$ cat config.mk
export PLATFORM = sky130hd
export DESIGN_NAME = irq_ctrl
export DESIGN_NICKNAME = d
export VERILOG_FILES = /design/src/rtl/irq_ctrl.sv
export SDC_FILE = /design/constraint.sdc
export NUM_CORES = 1
export LEC_CHECK = 0
export CORE_MARGIN = 1
export CORE_UTILIZATION = 50
export DETAILED_ROUTE_END_ITERATION = 8
export HOLD_SLACK_MARGIN = 0.12
export MAX_ROUTING_LAYER = met4
export PLACE_DENSITY = 0.85
export SLEW_MARGIN = 20
export SYNTH_ARGS = -nofsm -noshare
export SYNTH_HDL_FRONTEND = slang
export SYNTH_SLANG_ARGS = --single-unit
export TNS_END_PERCENT = 30
$ cat constraint.sdc
create_clock -name clk -period 2.81 [get_ports clk]
set_input_delay 0.7025 -clock clk [delete_from_list [all_inputs] [get_ports clk]]
set_output_delay 0.7025 -clock clk [all_outputs]
set_load 0.01 [all_outputs]
$ cat src/rtl/irq_ctrl.sv
// irq_ctrl: small interrupt controller with a bus register file.
// Sources are synchronised, classified as edge or level, masked, and the
// lowest pending unmasked index is presented to the CPU until software
// completes it or masks it off.
module irq_ctrl #(
  parameter int unsigned irq_n = 8
) (
  input  logic             clk,
  input  logic             rstn,
  input  logic [4:0]       addr,
  input  logic             we,
  input  logic [31:0]      wd,
  output logic [31:0]      rd,
  input  logic [irq_n-1:0] irq_in,
  output logic             irq_out,
  output logic [4:0]       irq_id
);

  typedef enum logic {
    S_IDLE   = 1'b0,
    S_ACTIVE = 1'b1
  } state_t;

  state_t           r_state;
  state_t           w_state_nxt;
  logic [irq_n-1:0] r_s1;
  logic [irq_n-1:0] r_s2;
  logic [irq_n-1:0] r_prev;
  logic [irq_n-1:0] r_mask;
  logic [irq_n-1:0] r_type;
  logic [irq_n-1:0] r_pend;
  logic [4:0]       r_irq_id;

  logic [2:0]       w_sel;
  logic             w_wr_mask;
  logic             w_wr_type;
  logic             w_wr_pend;
  logic             w_complete;
  logic [irq_n-1:0] w_rise;
  logic [irq_n-1:0] w_pend;
  logic [irq_n-1:0] w_type_nxt;
  logic [irq_n-1:0] w_clr;
  logic [irq_n-1:0] w_pend_nxt;
  logic             w_any;
  logic [4:0]       w_cand;
  logic [31:0]      w_mask32;
  logic             w_unused;

  assign w_sel     = addr[4:2];
  assign w_wr_mask = we && (w_sel == 3'd1);
  assign w_wr_type = we && (w_sel == 3'd2);
  assign w_wr_pend = we && (w_sel == 3'd3);
  assign w_complete = we && (w_sel == 3'd5) && (r_state == S_ACTIVE)
                   && (wd[4:0] == r_irq_id) && (32'(wd[4:0]) < irq_n);

  assign w_rise   = r_s2 & ~r_prev;
  // Level bits are never stored in r_pend, so the visible pending vector is
  // the stored edge bits merged with the live synchronised level bits.
  assign w_pend   = r_pend | (r_s2 & ~r_type);
  assign w_mask32 = 32'(r_mask);
  assign w_unused = ^{addr[1:0], wd};

  // Two-flop synchroniser plus one delay stage for edge detection
  always_ff @(posedge clk or negedge rstn) begin
    if (!rstn) begin
      r_s1   <= '0;
      r_s2   <= '0;
      r_prev <= '0;
    end else begin
      r_s1   <= irq_in;
      r_s2   <= r_s1;
      r_prev <= r_s2;
    end
  end

  // MASK and TYPE software registers
  always_ff @(posedge clk or negedge rstn) begin
    if (!rstn) begin
      r_mask <= '0;
      r_type <= '0;
    end else begin
      if (w_wr_mask) r_mask <= wd[irq_n-1:0];
      if (w_wr_type) r_type <= wd[irq_n-1:0];
    end
  end

  // Next value of the stored edge pending bits; set dominates clear, and a
  // bit only survives if it was edge-type before and after this edge, which
  // also zeroes it on a level-to-edge TYPE change.
  always_comb begin
    w_type_nxt = w_wr_type ? wd[irq_n-1:0] : r_type;
    w_clr      = '0;
    if (w_wr_pend) w_clr = wd[irq_n-1:0];
    for (int unsigned i = 0; i < irq_n; i++) begin
      if (w_complete && (r_irq_id == 5'(i))) w_clr[i] = 1'b1;
    end
    w_pend_nxt = r_type & w_type_nxt & (w_rise | (r_pend & ~w_clr));
  end

  // Edge pending storage
  always_ff @(posedge clk or negedge rstn) begin
    if (!rstn) r_pend <= '0;
    else       r_pend <= w_pend_nxt;
  end

  // Lowest-index pending and unmasked source wins
  always_comb begin
    w_cand = '0;
    w_any  = 1'b0;
    for (int unsigned i = irq_n; i > 0; i--) begin
      if (w_pend[i-1] && r_mask[i-1]) begin
        w_cand = 5'(i - 1);
        w_any  = 1'b1;
      end
    end
  end

  // FSM state register
  always_ff @(posedge clk or negedge rstn) begin
    if (!rstn) r_state <= S_IDLE;
    else       r_state <= w_state_nxt;
  end

  // FSM next-state logic
  always_comb begin
    w_state_nxt = r_state;
    case (r_state)
      S_IDLE:   if (w_any) w_state_nxt = S_ACTIVE;
      S_ACTIVE: if (w_complete || !w_mask32[r_irq_id]) w_state_nxt = S_IDLE;
      default:  w_state_nxt = S_IDLE;
    endcase
  end

  // Served index is captured only when leaving IDLE, so it is stable in ACTIVE
  always_ff @(posedge clk or negedge rstn) begin
    if (!rstn) r_irq_id <= '0;
    else if ((r_state == S_IDLE) && w_any) r_irq_id <= w_cand;
  end

  // FSM outputs decoded straight from the state flop
  always_comb begin
    irq_out = (r_state == S_ACTIVE);
    irq_id  = r_irq_id;
  end

  // Combinational register read mux
  always_comb begin
    rd = '0;
    case (w_sel)
      3'd0:    rd = 32'(r_s2);
      3'd1:    rd = 32'(r_mask);
      3'd2:    rd = 32'(r_type);
      3'd3:    rd = 32'(w_pend);
      3'd4:    rd = {(r_state == S_ACTIVE), 26'd0, r_irq_id};
      default: rd = '0;
    endcase
  end

endmodule
==> impl_metrics.csv, run 1 <==
group,metric,value,unit
die,die-area,5700,um2
grt,grt_pass1_wl,9.06,mm
setup_path,r2r-start,"irq_id[0]",
place,numPortBuffers,34,
synth,yosysUniqueCellTypes,45,
grt,grt-ovfl-total,0,
setup_path,critPathArrivalTime,2.02,ns
status,status,"finished, final reports clean",
setup_path,crit_path_end_kind,"output port",
synth,synth_edf_count,0,
synth,yosys-top-cells-count,"dfrtp_1, buf_4, o21ai_0, nand2_1, a21oi_1",
place,dp.final_hpwl,4.12,mm
clock_tree,cts_tree,"done",
die,fp.coreArea,5170,um2
detailed_routing,post-route-drc-count,0,
die,io_pins,86,
timing,slew_viol_final,0,
clock_tree,cts.htree.levels,2,
timing,finalSetupViolCount,0,
power,report.power.total,2.06,mW
synth,syn_inst,249,
setup_path,crit_path_max_fanout,10,
run,drv_cap,0,
timing,worstMarginPinSlew,0.602,ns
timing,worst_clock_skew,0.00793,ns
finish,syn2layout_area_growth,17.1,%
timing,timing.hold.ws,0.353,ns
timing,min_period_over_period,96.9,%
setup_path,slowest_delay,0.45,ns
power,p_leak,1.37,nW
power,max-vdd-ir-drop,0.364,mV
setup_path,r2r-end,"r_pend[4]",
clock_tree,cts_buffers,5,
place,dp_worst_setup_slack,-0.442,ns
detailed_routing,drtAntennaViolNets,0,
detailed_routing,drt_wl_total,5.57,mm
clock_tree,clock_sinks,52,
clock_tree,cts-root-buf,"clkbuf_8",
setup_path,critical_path_required,2.11,ns
place,gp_congestion,0.916,
min_path,hp-start,"r_s1[1]",
detailed_routing,wl_per_cell,15.4,um
synth,synth_most_common_cell,"dfrtp_1",
timing,rsz0062_at_grt,"false",
synth,synth_ff_type,"dfrtp_1",
synth,yosys.area.top_type_share,48.1,%
timing,final_hold_viol_count,0,
synth,avgSynthCellArea,10.9,um2
grt,grt_start_max_net_pins,29,
clock_tree,clk_latency,0.30,ns
finish,antenna_cells,0,
min_path,holdPathEnd,"r_s2[1]",
die,die_h,75.5,um
synth,yosys_warnings,0,
detailed_routing,drt_first_pass_iters,4,
grt,antenna_found_initial,0,
die,start_util,52.2,%
setup_path,reg2reg_depth,6,
power,p_per_area,651,nW/um2
die,rows,26,
timing,max_freq,367,MHz
finish,drive_above_1_share,16.8,%
timing,final.setup.worst_slack,0.0874,ns
synth,synth.top_cells.by_area,"dfrtp_1, buf_4, mux2_2",
die,die_w,75.5,um
timing,min_period,2.72,ns
grt,track_usage,22.6,%
timing,relSlewSlack,59.9,%
setup_path,critPathSlowestCell,"clkdlybuf4s50_1",
grt,grt_pass1_vias,1865,
clock_tree,cts_buffer_depth,2,
min_path,worstHoldPathType,"reg2reg",
min_path,whs_path_depth,0,
detailed_routing,vias_per_cell,5.48,
synth,async_flop_share,100,%
place,place_area,3080,um2
finish,nets,339,
clock_tree,clkTransAtPathRegs,0.08,ns
synth,synth-seq-cells,52,
setup_path,rrSetupSlack,0.93,ns
finish,stdcell_area,3160,um2
detailed_routing,dr.first_iter.drc_count,135,
detailed_routing,vias,1977,
setup_path,crit_chain,"clkdlybuf4s50_1, buf_4, buf_12, buf_4, and3b_1, dlygate4sd2_1",
synth,synth_top_cell_by_area,"dfrtp_1",
synth,netlist_area,2700,um2
setup_path,critPathKind,"in2out",
synth,ys_seq_area_share,48.1,%
setup_path,start_kind,"input port",
setup_path,path_common_cell,"buf_4",
layout by cell type (no fill, tap or decap), drive strengths merged:
cell type,instances
dfrtp,52
conb,25
clkdlybuf4s50,23
o21ai,22
nand2,18
mux2,16
a21oi,15
buf,15
nor2b,13
nand2b,11
dlygate4sd2,10
nor2,8
o211ai,7
clkbuf,7
a211oi,6
a311oi,4
mux2i,4
o21a,4
o22ai,3
xor2,3
o311ai,2
nand3b,2
mux4,2
a41oi,2
a31oi,2
inv,2
or3,2
nand3,2
and3b,1
nor3,1
and4,1
or3b,1
and2b,1
and2,1
o22a,1
o2bb2ai,1
nor3b,1
layer usage:
metal | global-route usage, % | wire length [um] | vias to the layer above
met5 | - | 0 | -
met2 | 34.2 | 2740 | 81
met1 | 30.1 | 2410 | 961
met4 | 9.47 | 87 | 0
met3 | 4.37 | 336 | 9
li1 | - | - | 926
state kept, by name, indices dropped and copies added, names as in the netlist:
register,flops
irq_id,3
r_pend,8
r_prev,8
irq_out,1
r_type,8
r_mask,8
r_s1,8
r_s2,8
through the flow:
step / instances / setup TNS, ns / utilization (%)
CTS: 361 / 0 / 61.2
global placement: 354 / -3.02 / 59.5
global route: 361 / 0 / 61.2
detailed placement: 354 / -3.33 / 59.5
finish: 361 / 0 / 61.2
floorplan: 273 / 0 / -
how the worst max path moves through the flow:
stage | from | to | slack, ns | cells past startpoint
4_1_cts | addr[2] | rd[31] | 0.09 | 6
2_1_floorplan | addr[3] | rd[3] | 0.41 | 5
5_1_grt | addr[2] | rd[31] | 0.02 | 6
3_5_place_dp | addr[3] | rd[2] | -0.44 | 6
6_report | addr[2] | rd[31] | 0.09 | 6
3_3_place_gp | addr[3] | rd[3] | -0.36 | 6
critical path, delay by kind of cell:
family        cells  cell delay, ns
simple gates      1            0.17
buf+inv           5            1.15
power by group:
part	total, mW	internal, mW	switching, mW	leakage, nW
sequential	1.01	0.861	0.144	0.626
combinational	0.613	0.326	0.288	0.695
clock	0.442	0.219	0.222	0.0503
cell families after synthesis:
kind of cell	synth area share, %
simple gates	13.9
flops	48.1
other cells	0.139
mux	10.1
buf+inv	10.7
xor+xnor	0.972
compound gates	16.0
repair_timing:
action                     in CTS  in global routing
pin swaps                       0                  2
gates cloned                    0                  0
buffers inserted                0                  0
setup endpoints to repair       9                  2
resized for setup              12                  0
hold buffers                    0                  0
cell type report:
class	instances	area, um2
clock buffers	7	96.3
fillers	429	2010
multi-input cells	182	1210
flip-flops and latches	52	1300
repair buffers	48	465
inverters	2	7.51
well taps	70	87.6
Power figures use the tool's default switching activity.
==> run 2: changes to the inputs <==
--- a/config.mk
+++ b/config.mk
@@ -5,12 +5,13 @@
 export SDC_FILE = /design/constraint.sdc
 export NUM_CORES = 1
 export LEC_CHECK = 0
+export ABC_AREA = 1
 export CORE_MARGIN = 1
 export CORE_UTILIZATION = 50
 export DETAILED_ROUTE_END_ITERATION = 8
 export HOLD_SLACK_MARGIN = 0.12
 export MAX_ROUTING_LAYER = met4
-export PLACE_DENSITY = 0.85
+export PLACE_DENSITY = 0.86
 export SLEW_MARGIN = 20
 export SYNTH_ARGS = -nofsm -noshare
 export SYNTH_HDL_FRONTEND = slang
==> impl_metrics.csv, run 2 <==
group,metric,value,unit
status,status,"finished, final reports clean",
setup_path,critical_path_required,2.11,ns
place,dp.final_hpwl,4.50,mm
place,numPortBuffers,34,
die,die-area,5680,um2
timing,worstMarginPinSlew,0.585,ns
power,report.power.total,1.97,mW
detailed_routing,post-route-drc-count,0,
grt,global_route.usage.met3,3.44,%
timing,relSlewSlack,60.8,%
synth,synth-seq-cells,52,
setup_path,crit_path_end_kind,"output port",
timing,slew_viol_final,0,
setup_path,critPathKind,"in2out",
timing,fin_setup_tns,0,ns
detailed_routing,drtAntennaViolNets,0,
finish,antenna_cells,0,
synth,ys_seq_area_share,48.4,%
clock_tree,cts_buffer_depth,2,
synth,syn_inst,342,
grt,antenna_found_initial,0,
setup_path,crit_family,"buffers and inverters",
timing,min_period,2.65,ns
setup_path,crit_chain,"dlygate4sd2_1, nor3_2, buf_4, nand2_1, o21ai_1, a211o_1, buf_2",
timing,worst_clock_skew,0.0109,ns
detailed_routing,dr.first_iter.drc_count,134,
finish,layout_commonest_cell,"nand2_1",
clock_tree,clkTransAtPathRegs,0.09,ns
grt,grt-ovfl-total,0,
setup_path,critPathLaunch,"addr[4]",
setup_path,r2r-start,"irq_id[2]",
synth,avgSynthCellArea,7.87,um2
finish,fin_util,62.0,%
timing,finalSetupViolCount,0,
detailed_routing,vias,2294,
timing,max_freq,378,MHz
die,die_h,75.4,um
synth,async_flop_share,100,%
setup_path,start_kind,"input port",
finish,fillers,487,
grt,grt_start_max_net_pins,53,
finish,drive_above_1_share,11.7,%
min_path,worstHoldPathType,"reg2reg",
synth,yosys.area.top_type_share,48.4,%
detailed_routing,drt_wl_total,6.06,mm
min_path,hp-start,"r_s1[5]",
timing,rsz0062_at_grt,"false",
synth,synth_ff_type,"dfrtp_1",
die,fp.coreArea,5140,um2
synth,yosys_warnings,0,
setup_path,critPathArrivalTime,1.94,ns
clock_tree,cts-root-buf,"clkbuf_8",
grt,grt_pass1_wl,9.94,mm
detailed_routing,wl_per_cell,13.1,um
die,start_util,52.3,%
clock_tree,cts_tree,"done",
synth,synth_edf_count,0,
grt,grt_busiest_layer,"met2",
clock_tree,cts_buffers,5,
clock_tree,cts.htree.levels,2,
grt,track_usage,24.7,%
timing,final_hold_viol_count,0,
power,p_leak,1.64,nW
synth,synth_most_common_cell,"nand2_1",
grt,grt_pass1_vias,2198,
clock_tree,clock_sinks,52,
synth,netlist_area,2690,um2
timing,min_period_over_period,94.2,%
detailed_routing,drt_first_pass_iters,4,
detailed_routing,vias_per_cell,4.95,
die,io_pins,86,
place,dp.cells,453,
grt,grtUsageMet1,32.6,%
synth,synth_top_cell_by_area,"dfrtp_1",
setup_path,crit_buf_inv,3,
die,rows,26,
finish,syn2layout_area_growth,18.4,%
setup_path,critPathSlowestCell,"dlygate4sd2_1",
run,drv_cap,0,
setup_path,slowest_delay,0.44,ns
clock_tree,clk_latency,0.30,ns
synth,synth.top_cells.by_area,"dfrtp_1, nand2_1, inv_1",
timing,timing.hold.ws,0.350,ns
synth,yosys-top-cells-count,"nand2_1, dfrtp_1, inv_1, buf_4, nor2_1",
finish,instances_no_fill,463,
grt,grt_use_met2,39.2,%
power,p_per_area,618,nW/um2
synth,yosysUniqueCellTypes,27,
finish,nets,440,
die,die_w,75.4,um
place,gp_congestion,0.956,
power,max-vdd-ir-drop,0.308,mV
setup_path,crit_path_max_fanout,8,
finish,final_cell_mix,"nand2_1, dfrtp_1, inv_1, conb_1, clkdlybuf4s50_1",
[run 2: cell count changes after synthesis, sizes merged, moves of 11 or more]
cell and delta:
mux2 -16, nor2b -13, nand2b -11, nor2 +13, inv +49, nand2 +94
[run 2: stage by stage]
| step | worst slack [ns] | area, um2 |
|---|---|---|
| 5_1_grt | 0.0741 | 3190 |
| 3_5_place_dp | -0.446 | 3090 |
| 3_3_place_gp | -0.409 | 3090 |
| 6_report | 0.164 | 3190 |
| 4_1_cts | -0.0669 | 3190 |
| 2_1_floorplan | 0.580 | 2780 |
[run 2: worst paths after layout]
path                       depth (start not counted)  slack, ns   endpoint
max                                                7       0.16      rd[0]
min                                                0       0.35    r_s2[5]
max reg2reg                                        6       1.17  r_pend[7]
min reg2reg                                        0       0.35    r_s2[5]
max in group asynchronous                          2       2.20  r_prev[3]
min in group asynchronous                          2       0.38  r_type[5]
[run 2: layout make-up]
cell class	instances	area, um2	share of cell area [%]
Sequential cell	52	1300	40.8
Multi-Input combinational cell	233	1090	34.2
Timing Repair Buffer	49	427	13.4
Inverter	51	191	6.01
Clock buffer	8	90.1	2.83
Tap cell	70	87.6	2.75
[run 2: timing repair]
action                     in CTS  in global routing
setup buffers                   2                  0
hold endpoints to repair        0                  0
setup endpoints to repair       9                  8
pin swaps                       2                  2
hold buffers                    0                  0
resized for setup              39                  7
[run 2: power by group]
part           internal, mW  switching, mW
Combinational         0.234          0.374
Clock                 0.201          0.233
Sequential            0.839         0.0886
[run 2: logic make-up (layout without fill, tap and decap cells)]
family                 after synthesis  in the layout  synth area share [%]
AND/OR/NAND/NOR                    154            154                  23.8
buffers and inverters               81            108                  15.4
flip-flops                          52             52                  48.4
other                                1             25                 0.139
AO/OA/AOI/OAI                       52             52                  11.6
XOR/XNOR                             2              2                 0.651
[run 2: per-layer routing]
layer,wire length (um),share of wire (%)
met1,2760,45
met2,2820,47
met3,376,6.2
met4,105,1.7
met5,0,0
[run 2: worst register-to-register path: cells and delay by family (launching register included)]
family,cells,cell delay [ns]
AND/OR/NAND/NOR,3,0.73
flip-flops,1,0.38
XOR/XNOR,1,0.18
buffers and inverters,1,0.17
AO/OA/AOI/OAI,1,0.06
